**src/rtl/ospi_req_arbiter.sv**
```systemverilog
// Two-requester round-robin arbiter and access sequencer for the ospi_flash
// memory-operation interface. The winner's read, write or erase is framed with
// chip select, and the strobes are timed by one shared down-counter. All
// outputs are registered.
module ospi_req_arbiter #(
    parameter int ADDR_W     = 8,
    parameter int DATA_W     = 8,
    parameter int SETUP_CYC  = 1,
    parameter int ACCESS_CYC = 1,
    parameter int ERASE_CYC  = 4,
    parameter int READ_LAT   = 1,
    parameter int HOLD_CYC   = 2
) (
    input  logic              clk,
    input  logic              reset,
    input  logic [1:0]        req,
    input  logic [1:0]        op0,
    input  logic [1:0]        op1,
    input  logic [ADDR_W-1:0] addr0,
    input  logic [ADDR_W-1:0] addr1,
    input  logic [DATA_W-1:0] wdata0,
    input  logic [DATA_W-1:0] wdata1,
    output logic [1:0]        gnt,
    output logic              done,
    output logic              err,
    output logic [DATA_W-1:0] rdata,
    output logic              busy,
    output logic              ospi_cs,
    output logic              read_enable,
    output logic              write_enable,
    output logic              erase_enable,
    output logic [ADDR_W-1:0] address,
    output logic [DATA_W-1:0] data_in,
    input  logic [DATA_W-1:0] data_out
);

    localparam logic [1:0] OP_READ  = 2'b00;
    localparam logic [1:0] OP_WRITE = 2'b01;
    localparam logic [1:0] OP_ERASE = 2'b10;
    localparam logic [1:0] OP_RSVD  = 2'b11;

    // The counter only ever holds N-1 for the longest phase.
    localparam int MAX_A   = (SETUP_CYC > ACCESS_CYC) ? SETUP_CYC : ACCESS_CYC;
    localparam int MAX_B   = (ERASE_CYC > READ_LAT) ? ERASE_CYC : READ_LAT;
    localparam int MAX_C   = (MAX_A > MAX_B) ? MAX_A : MAX_B;
    localparam int MAX_CYC = (MAX_C > HOLD_CYC) ? MAX_C : HOLD_CYC;
    localparam int CNT_W   = (MAX_CYC > 1) ? $clog2(MAX_CYC) : 1;

    localparam logic [CNT_W-1:0] SETUP_LD  = CNT_W'(SETUP_CYC - 1);
    localparam logic [CNT_W-1:0] ACCESS_LD = CNT_W'(ACCESS_CYC - 1);
    localparam logic [CNT_W-1:0] ERASE_LD  = CNT_W'(ERASE_CYC - 1);
    localparam logic [CNT_W-1:0] LAT_LD    = CNT_W'(READ_LAT - 1);
    localparam logic [CNT_W-1:0] HOLD_LD   = CNT_W'(HOLD_CYC - 1);

    typedef enum logic [2:0] {
        S_IDLE,
        S_SETUP,
        S_ACCESS,
        S_WAIT,
        S_HOLD,
        S_DONE
    } state_t;

    state_t             state;
    logic [CNT_W-1:0]   cnt;
    logic [1:0]         op_reg;
    logic               prio;      // requester that wins a tie next
    logic               served;    // requester owning the current transaction
    logic               win;
    logic [1:0]         win_op;
    logic [ADDR_W-1:0]  win_addr;
    logic [DATA_W-1:0]  win_wdata;

    // Winner selection: a lone requester wins, a tie goes to the priority pointer.
    always_comb begin
        win = 1'b0;
        case (req)
            2'b01:   win = 1'b0;
            2'b10:   win = 1'b1;
            2'b11:   win = prio;
            default: win = 1'b0;
        endcase
        win_op    = win ? op1 : op0;
        win_addr  = win ? addr1 : addr0;
        win_wdata = win ? wdata1 : wdata0;
    end

    // Sequencer: each transition also sets the registered outputs of the state entered.
    always_ff @(posedge clk or posedge reset) begin
        if (reset) begin
            state        <= S_IDLE;
            cnt          <= '0;
            op_reg       <= OP_READ;
            prio         <= 1'b0;
            served       <= 1'b0;
            gnt          <= 2'b00;
            done         <= 1'b0;
            err          <= 1'b0;
            rdata        <= '0;
            busy         <= 1'b0;
            ospi_cs      <= 1'b1;
            read_enable  <= 1'b0;
            write_enable <= 1'b0;
            erase_enable <= 1'b0;
            address      <= '0;
            data_in      <= '0;
        end else begin
            case (state)
                S_IDLE: begin
                    if (|req) begin
                        op_reg  <= win_op;
                        address <= win_addr;
                        data_in <= win_wdata;
                        served  <= win;
                        gnt     <= win ? 2'b10 : 2'b01;
                        busy    <= 1'b1;
                        if (win_op == OP_RSVD) begin
                            // Reserved op never touches the flash.
                            state <= S_DONE;
                            done  <= 1'b1;
                            err   <= 1'b1;
                        end else begin
                            state   <= S_SETUP;
                            ospi_cs <= 1'b0;
                            cnt     <= SETUP_LD;
                        end
                    end
                end
                S_SETUP: begin
                    if (cnt == '0) begin
                        state <= S_ACCESS;
                        case (op_reg)
                            OP_READ: begin
                                read_enable <= 1'b1;
                                cnt         <= ACCESS_LD;
                            end
                            OP_WRITE: begin
                                write_enable <= 1'b1;
                                cnt          <= ACCESS_LD;
                            end
                            default: begin
                                erase_enable <= 1'b1;
                                cnt          <= ERASE_LD;
                            end
                        endcase
                    end else begin
                        cnt <= cnt - CNT_W'(1);
                    end
                end
                S_ACCESS: begin
                    if (cnt == '0) begin
                        read_enable  <= 1'b0;
                        write_enable <= 1'b0;
                        erase_enable <= 1'b0;
                        if (op_reg == OP_READ) begin
                            state <= S_WAIT;
                            cnt   <= LAT_LD;
                        end else begin
                            state   <= S_HOLD;
                            ospi_cs <= 1'b1;
                            cnt     <= HOLD_LD;
                        end
                    end else begin
                        cnt <= cnt - CNT_W'(1);
                    end
                end
                S_WAIT: begin
                    if (cnt == '0) begin
                        rdata   <= data_out;
                        state   <= S_HOLD;
                        ospi_cs <= 1'b1;
                        cnt     <= HOLD_LD;
                    end else begin
                        cnt <= cnt - CNT_W'(1);
                    end
                end
                S_HOLD: begin
                    if (cnt == '0) begin
                        state <= S_DONE;
                        done  <= 1'b1;
                    end else begin
                        cnt <= cnt - CNT_W'(1);
                    end
                end
                S_DONE: begin
                    // Hand priority to the other requester; no grant in this cycle.
                    done  <= 1'b0;
                    err   <= 1'b0;
                    gnt   <= 2'b00;
                    busy  <= 1'b0;
                    prio  <= ~served;
                    state <= S_IDLE;
                end
                default: begin
                    state <= S_IDLE;
                end
            endcase
        end
    end

endmodule

```
**config.mk**
```make
export PLATFORM = sky130hd
export DESIGN_NAME = ospi_req_arbiter
export DESIGN_NICKNAME = d
export VERILOG_FILES = /design/src/rtl/ospi_req_arbiter.sv
export SDC_FILE = /design/constraint.sdc
export NUM_CORES = 1
export LEC_CHECK = 0
export CAP_MARGIN = 10
export CELL_PAD_IN_SITES_DETAIL_PLACEMENT = 1
export CELL_PAD_IN_SITES_GLOBAL_PLACEMENT = 2
export CORE_UTILIZATION = 28
export DETAILED_ROUTE_END_ITERATION = 16
export HOLD_SLACK_MARGIN = 0.08
export PLACE_DENSITY = 0.93
export SLEW_MARGIN = 20
export SYNTH_ARGS = -nofsm -noshare
export SYNTH_HDL_FRONTEND = slang
export SYNTH_SLANG_ARGS = --single-unit
```
**constraint.sdc**
```tcl
create_clock -name clk -period 4 [get_ports clk]
set_input_delay 0.4 -clock clk [delete_from_list [all_inputs] [get_ports clk]]
set_output_delay 0.4 -clock clk [all_outputs]
set_load 0.01 [all_outputs]
```
==> results.cfg, run 1 <==
[synthesis]
synthTopCellsByCount = 41 x dfrtp_1, 30 x nor2_1, 19 x mux2i_1
ys_warn_count = 0
syn_inst = 209
ys.flop_type = dfrtp_1
synthArstFlopShare_pct = 100
synthesis.nets = 259
synth-seq-cells = 42
synth_top_cell_area_share_pct = 47.5
synth_area_leaders = dfrtp_1 48%, mux2i_1 8.8%, nor2_1 5.2%
ys_types = 42
yosysMostFrequentCell = dfrtp_1
synth-edff-count = 0
yosysSeqAreaShare_pct = 48.8
avgSynthCellArea_sq_um = 10.3
synth.largest_area_cell = dfrtp_1
synth_area_sq_um = 2160

[placed_design]
portBuffers = 80
hpwl_um = 4110
dpl-instance-area_sq_um = 3000
place_congestion = 0.702

[sta]
fin_setup_tns_ps = 0
setup_viol = 0
fmax_mhz = 477
slew-limit-headroom_pct = 41.8
fin_skew_ps = 6.91
rsz0062_at_grt = no
hold_viol = 0
finalMaxSlewViolations = 0
period_share_pct = 52.4
tightest_slew_ps = 874
final.min_clock_period_ps = 2100

[finish]
drive_gt1_share_pct = 10.9
num_antenna_cells = 0
syn_to_final_growth_pct = 44.0
design_area_sq_um = 3110
nets = 334
fillCellCount = 842
reg.largest.list = address (8), data_in (8), rdata (8)

[floorplanning]
die_x_um = 89.8
rows = 31
core-area_sq_um = 7370
initial_core_util_pct = 29.3
io-pin-count = 81
die_h_um = 89.8
die-area_sq_um = 8060

[clock_network]
postCtsSetupRepairBufs = 0
cts-hold-fix-buffers = 0
cts_tree = built
cts.sinks = 42
cts_buffer_depth = 2
cts-resized-gates = 0
worst_setup_hold_path_clk_slew_ps = 80
clk_latency_ps = 290
root_buffer = clkbuf_8
h-tree-depth = 2
numCtsBuffers = 5

[critical_path]
worst_ep_arrival_time_ps = 2280
startpoint_type = flop
cp_max_fo = 14
crit_type = flop to flop
crit_path_end_kind = flop
crit_required_ps = 4180

[detailed_routing]
initialDrtViolationCount = 62
wl_um = 5740
antenna_left = 0
drc_errors = 0
drt_first_pass_iters = 5
wl_per_cell_um = 14.9
routed_via_density = 4.77
vias = 1832

[run]
max-cap-violations = 0

[grt]
grt.overflow.total = 0
grt_pass1_vias = 1985
grt_start_max_net_pins = 43
grt_util_all_layers_pct = 14.9
grt_pass1_wl_um = 9680
antenna_found_initial = 0

[min_path]
hold_path_class = flop to flop

[power_and_ir_drop]
pwr_density_cell_nw_per_um2 = 727
p_leak_nw = 1.30
vdd_drop_max_uv = 209

[status]
status = complete, no violations
[cell type report]
| type | count | area [sq um] | area share [%] |
|---|---|---|---|
| tap | 99 | 124 | 3.99 |
| timing repair buffer | 82 | 816 | 26.2 |
| inverter | 7 | 26.3 | 0.845 |
| multi-input combinational | 146 | 981 | 31.6 |
| clock inverter | 3 | 40.0 | 1.29 |
| clock buffer | 5 | 68.8 | 2.21 |
| sequential | 42 | 1050 | 33.9 |
[cell usage in the layout, fill, tap and decap left out, types with 2 or more instances in the layout]
master	Yosys	final
a22oi_1	4	4
clkdlybuf4s50_1	0	80
nand2b_1	3	3
inv_1	7	6
mux2_1	3	3
nor3_1	3	3
a31oi_1	2	2
o31ai_1	2	2
or2_1	2	2
dfrtp_1	41	41
nand3b_1	2	2
mux2i_1	19	19
a21oi_2	11	11
nor2_1	30	30
o21ai_0	11	11
clkbuf_8	0	5
mux2_2	5	5
a21oi_1	13	13
nand2_1	13	12
o211ai_1	2	2
clkinv_2	0	2
buf_4	0	2
ha_1	2	2
[power breakdown]
part           internal [mW]  leakage, nW  switching, mW
clock                  0.184       0.0579          0.147
combinational          0.583        0.773          0.521
sequential             0.634        0.473          0.191
total                   1.40         1.30          0.859
[kinds of logic (layout without fill, tap and decap cells)]
kind of cell | Yosys count | in the layout | synth area share [%]
fa+ha+maj | 2 | 2 | 1.16
simple gates | 63 | 63 | 14.1
mux | 27 | 27 | 13.0
compound gates | 54 | 54 | 17.0
buf+inv | 21 | 97 | 5.91
flops | 42 | 42 | 48.8
[stage by stage]
stage          hold WS, ps  utilization (%)  power, mW  cells  setup WS [ps]
5_1_grt                535             42.2       2.43    384           1730
4_1_cts                506             42.1       2.30    384           1860
6_report               507             42.2       2.26    384           1900
2_1_floorplan          436                -       1.47    209           2320
3_3_place_gp           452             40.7       1.90    376           1580
3_5_place_dp           477             40.7       1.95    376           1550
[worst max-delay path, stage by stage, from the launching register on]
cell and delay [ps]:
dfrtp_1 420, inv_1 120, ha_1 430, nand3b_1 240, or2_1 410, mux2_1 360
[per-layer routing]
metal	part of all wire (%)	GRT usage [%]	wire, um
met1	41	16.9	2360
met2	51	26.9	2940
met3	7.0	5.16	402
met4	0.66	3.01	38
met5	0	0	0
[final timing paths]
check                                     start              endpoint  slack (ps)  depth (start not counted)
setup / recovery             cnt[0]$_DFFE_PP0P_  rdata[7]$_DFFE_PP0P_        1900                          5
hold / removal             rdata[1]$_DFFE_PP0P_  rdata[1]$_DFFE_PP0P_         510                          1
setup reg to reg             cnt[0]$_DFFE_PP0P_  rdata[7]$_DFFE_PP0P_        1900                          5
hold reg to reg            rdata[1]$_DFFE_PP0P_  rdata[1]$_DFFE_PP0P_         510                          1
max in group asynchronous                 reset   ospi_cs$_DFFE_PP1P_        3070                          3
min in group asynchronous                 reset  rdata[4]$_DFFE_PP0P_         540                          3
(Power assumes the default switching activity.)
==> run 2: changes to the inputs <==
Settings changed: CORE_UTILIZATION 28 to 26, PLACE_DENSITY 0.93 to 0.88.
Clock period 4 ns to 1.95 ns, I/O delays scaled along.
==> run 2 against run 1 <==
First-iteration DRC count rose by 9.7%. Routed wire length fell by 1.1%. Largest cell class unchanged. Critical path depth rose by 1. Worst hold slack got worse by 270 ps. Register-to-register slack got worse by 1800 ps. Via count rose by 2.1%. Largest power group unchanged. Die area rose by 7.5%.
==> results.cfg, run 2 (synthesis results as in run 1) <==
[grt]
grt_start_max_net_pins = 38
grt_pass1_vias = 1941
grt.overflow.total = 0
antenna_found_initial = 0
grt_util_all_layers_pct = 13.9
grt_pass1_wl_um = 9450

[sta]
rsz0062_at_grt = no
fin_setup_tns_ps = 0
finalMaxSlewViolations = 0
fin_skew_ps = 10.8
tightest_slew_ps = 685
hold_viol = 0
final.min_clock_period_ps = 1810
setup_viol = 0
finalWorstSetupSlack_ps = 135
fmax_mhz = 551
fin_worst_hold_slack_ps = 234
period_share_pct = 93.1
slew-limit-headroom_pct = 54.0

[clock_network]
cts-resized-gates = 0
cts.sinks = 42
numCtsBuffers = 5
clk_latency_ps = 300
cts_buffer_depth = 2
h-tree-depth = 2
cts-hold-fix-buffers = 0
cts_tree = built
postCtsSetupRepairBufs = 0
root_buffer = clkbuf_8
worst_setup_hold_path_clk_slew_ps = 90

[placed_design]
dp_worst_setup_slack_ps = 159
portBuffers = 80
place_congestion = 0.724
hpwl_um = 4300

[finish]
fillCellCount = 875
reg.largest.list = address (8), data_in (8), rdata (8)
final_common_cell = clkdlybuf4s50_1
nets = 344
postLayoutCoreUtil_pct = 40.8
layout_common_cells = 80 x clkdlybuf4s50_1, 41 x dfrtp_1, 30 x nor2_1, 19 x mux2i_1
num_antenna_cells = 0
drive_gt1_share_pct = 13.6
syn_to_final_growth_pct = 49.3

[detailed_routing]
routed_via_density = 4.71
initialDrtViolationCount = 68
antenna_left = 0
drt_first_pass_iters = 4
wl_um = 5670
wl_per_cell_um = 14.3
vias = 1871
drc_errors = 0

[critical_path]
crit_type = flop to flop
worst_ep_arrival_time_ps = 2010
crit_path_end_kind = flop
startpoint_type = flop
cp_max_fo = 4
crit_required_ps = 2140
rrSetupSlack_ps = 140

[floorplanning]
die_h_um = 93.1
rows = 32
core-area_sq_um = 7890
initial_core_util_pct = 27.4
die-area_sq_um = 8670
die_x_um = 93.1
io-pin-count = 81

[power_and_ir_drop]
p_leak_nw = 1.37
p_total_mw = 4.79
vdd_drop_max_uv = 426
pwr_density_cell_nw_per_um2 = 1490

[status]
status = complete, no violations

[run]
max-cap-violations = 0

[min_path]
hold_path_class = primary input to async pin
## run 2: final timing paths
kind	start	end	cells past startpoint
max in group asynchronous	reset	ospi_cs$_DFFE_PP1P_	3
max	cnt[0]$_DFFE_PP0P_	cnt[0]$_DFFE_PP0P_	6
min	reset	erase_enable$_DFFE_PP0P_	2
min in group clk	served$_DFFE_PP0P_	prio$_DFFE_PP0P_	1
max reg2reg	cnt[0]$_DFFE_PP0P_	cnt[0]$_DFFE_PP0P_	6
min reg2reg	served$_DFFE_PP0P_	prio$_DFFE_PP0P_	1
## run 2: metrics by stage
| stage | cell area, sq um | instances |
|---|---|---|
| finish | 3220 | 397 |
| global route | 3220 | 397 |
| CTS | 3220 | 397 |
| detailed placement | 3110 | 389 |
| global placement | 3110 | 389 |
| floorplan | 2160 | 209 |
## run 2: routing by layer
metal | vias up | global-route usage [%] | wire length, um
li1 | 909 | - | -
met1 | 907 | 17.2 | 2420
met2 | 46 | 23.7 | 2900
met3 | 9 | 3.50 | 265
met4 | 0 | 4.10 | 94
met5 | - | 0 | 0
## run 2: power by group
| group | leakage (nW) | total, mW | switching, mW | internal [mW] |
|---|---|---|---|---|
| clock | 0.0579 | 0.693 | 0.315 | 0.377 |
| sequential | 0.473 | 1.59 | 0.289 | 1.30 |
| combinational | 0.835 | 2.50 | 1.18 | 1.32 |
| total | 1.37 | 4.79 | 1.79 | 3.00 |
## run 2: critical path, stage by stage (launching register included)
cell and delay [ps]:
dfrtp_1 430, inv_1 110, ha_1 220, or3b_2 480, a21oi_1 160, o41ai_1 80
a211o_1 230
## run 2: final cells by class
class                           count  area [sq um]  area share [%]
Sequential cell                    42          1050            32.7
Multi-Input combinational cell    146           978            30.4
Timing Repair Buffer               92           928            28.8
Tap cell                          102           128            3.96
Clock buffer                        5          68.8            2.14
Clock inverter                      3          40.0            1.24
Inverter                            7          26.3           0.816
==> run 3: changes to the inputs <==
Settings changed: CTS_BUF_LIST set to sky130_fd_sc_hd__clkbuf_4 sky130_fd_sc_hd__clkbuf_8 sky130_fd_sc_hd__clkbuf_16.
==> results of run 3 <==
The final DEF is identical to that of run 2; final timing and power are the same.
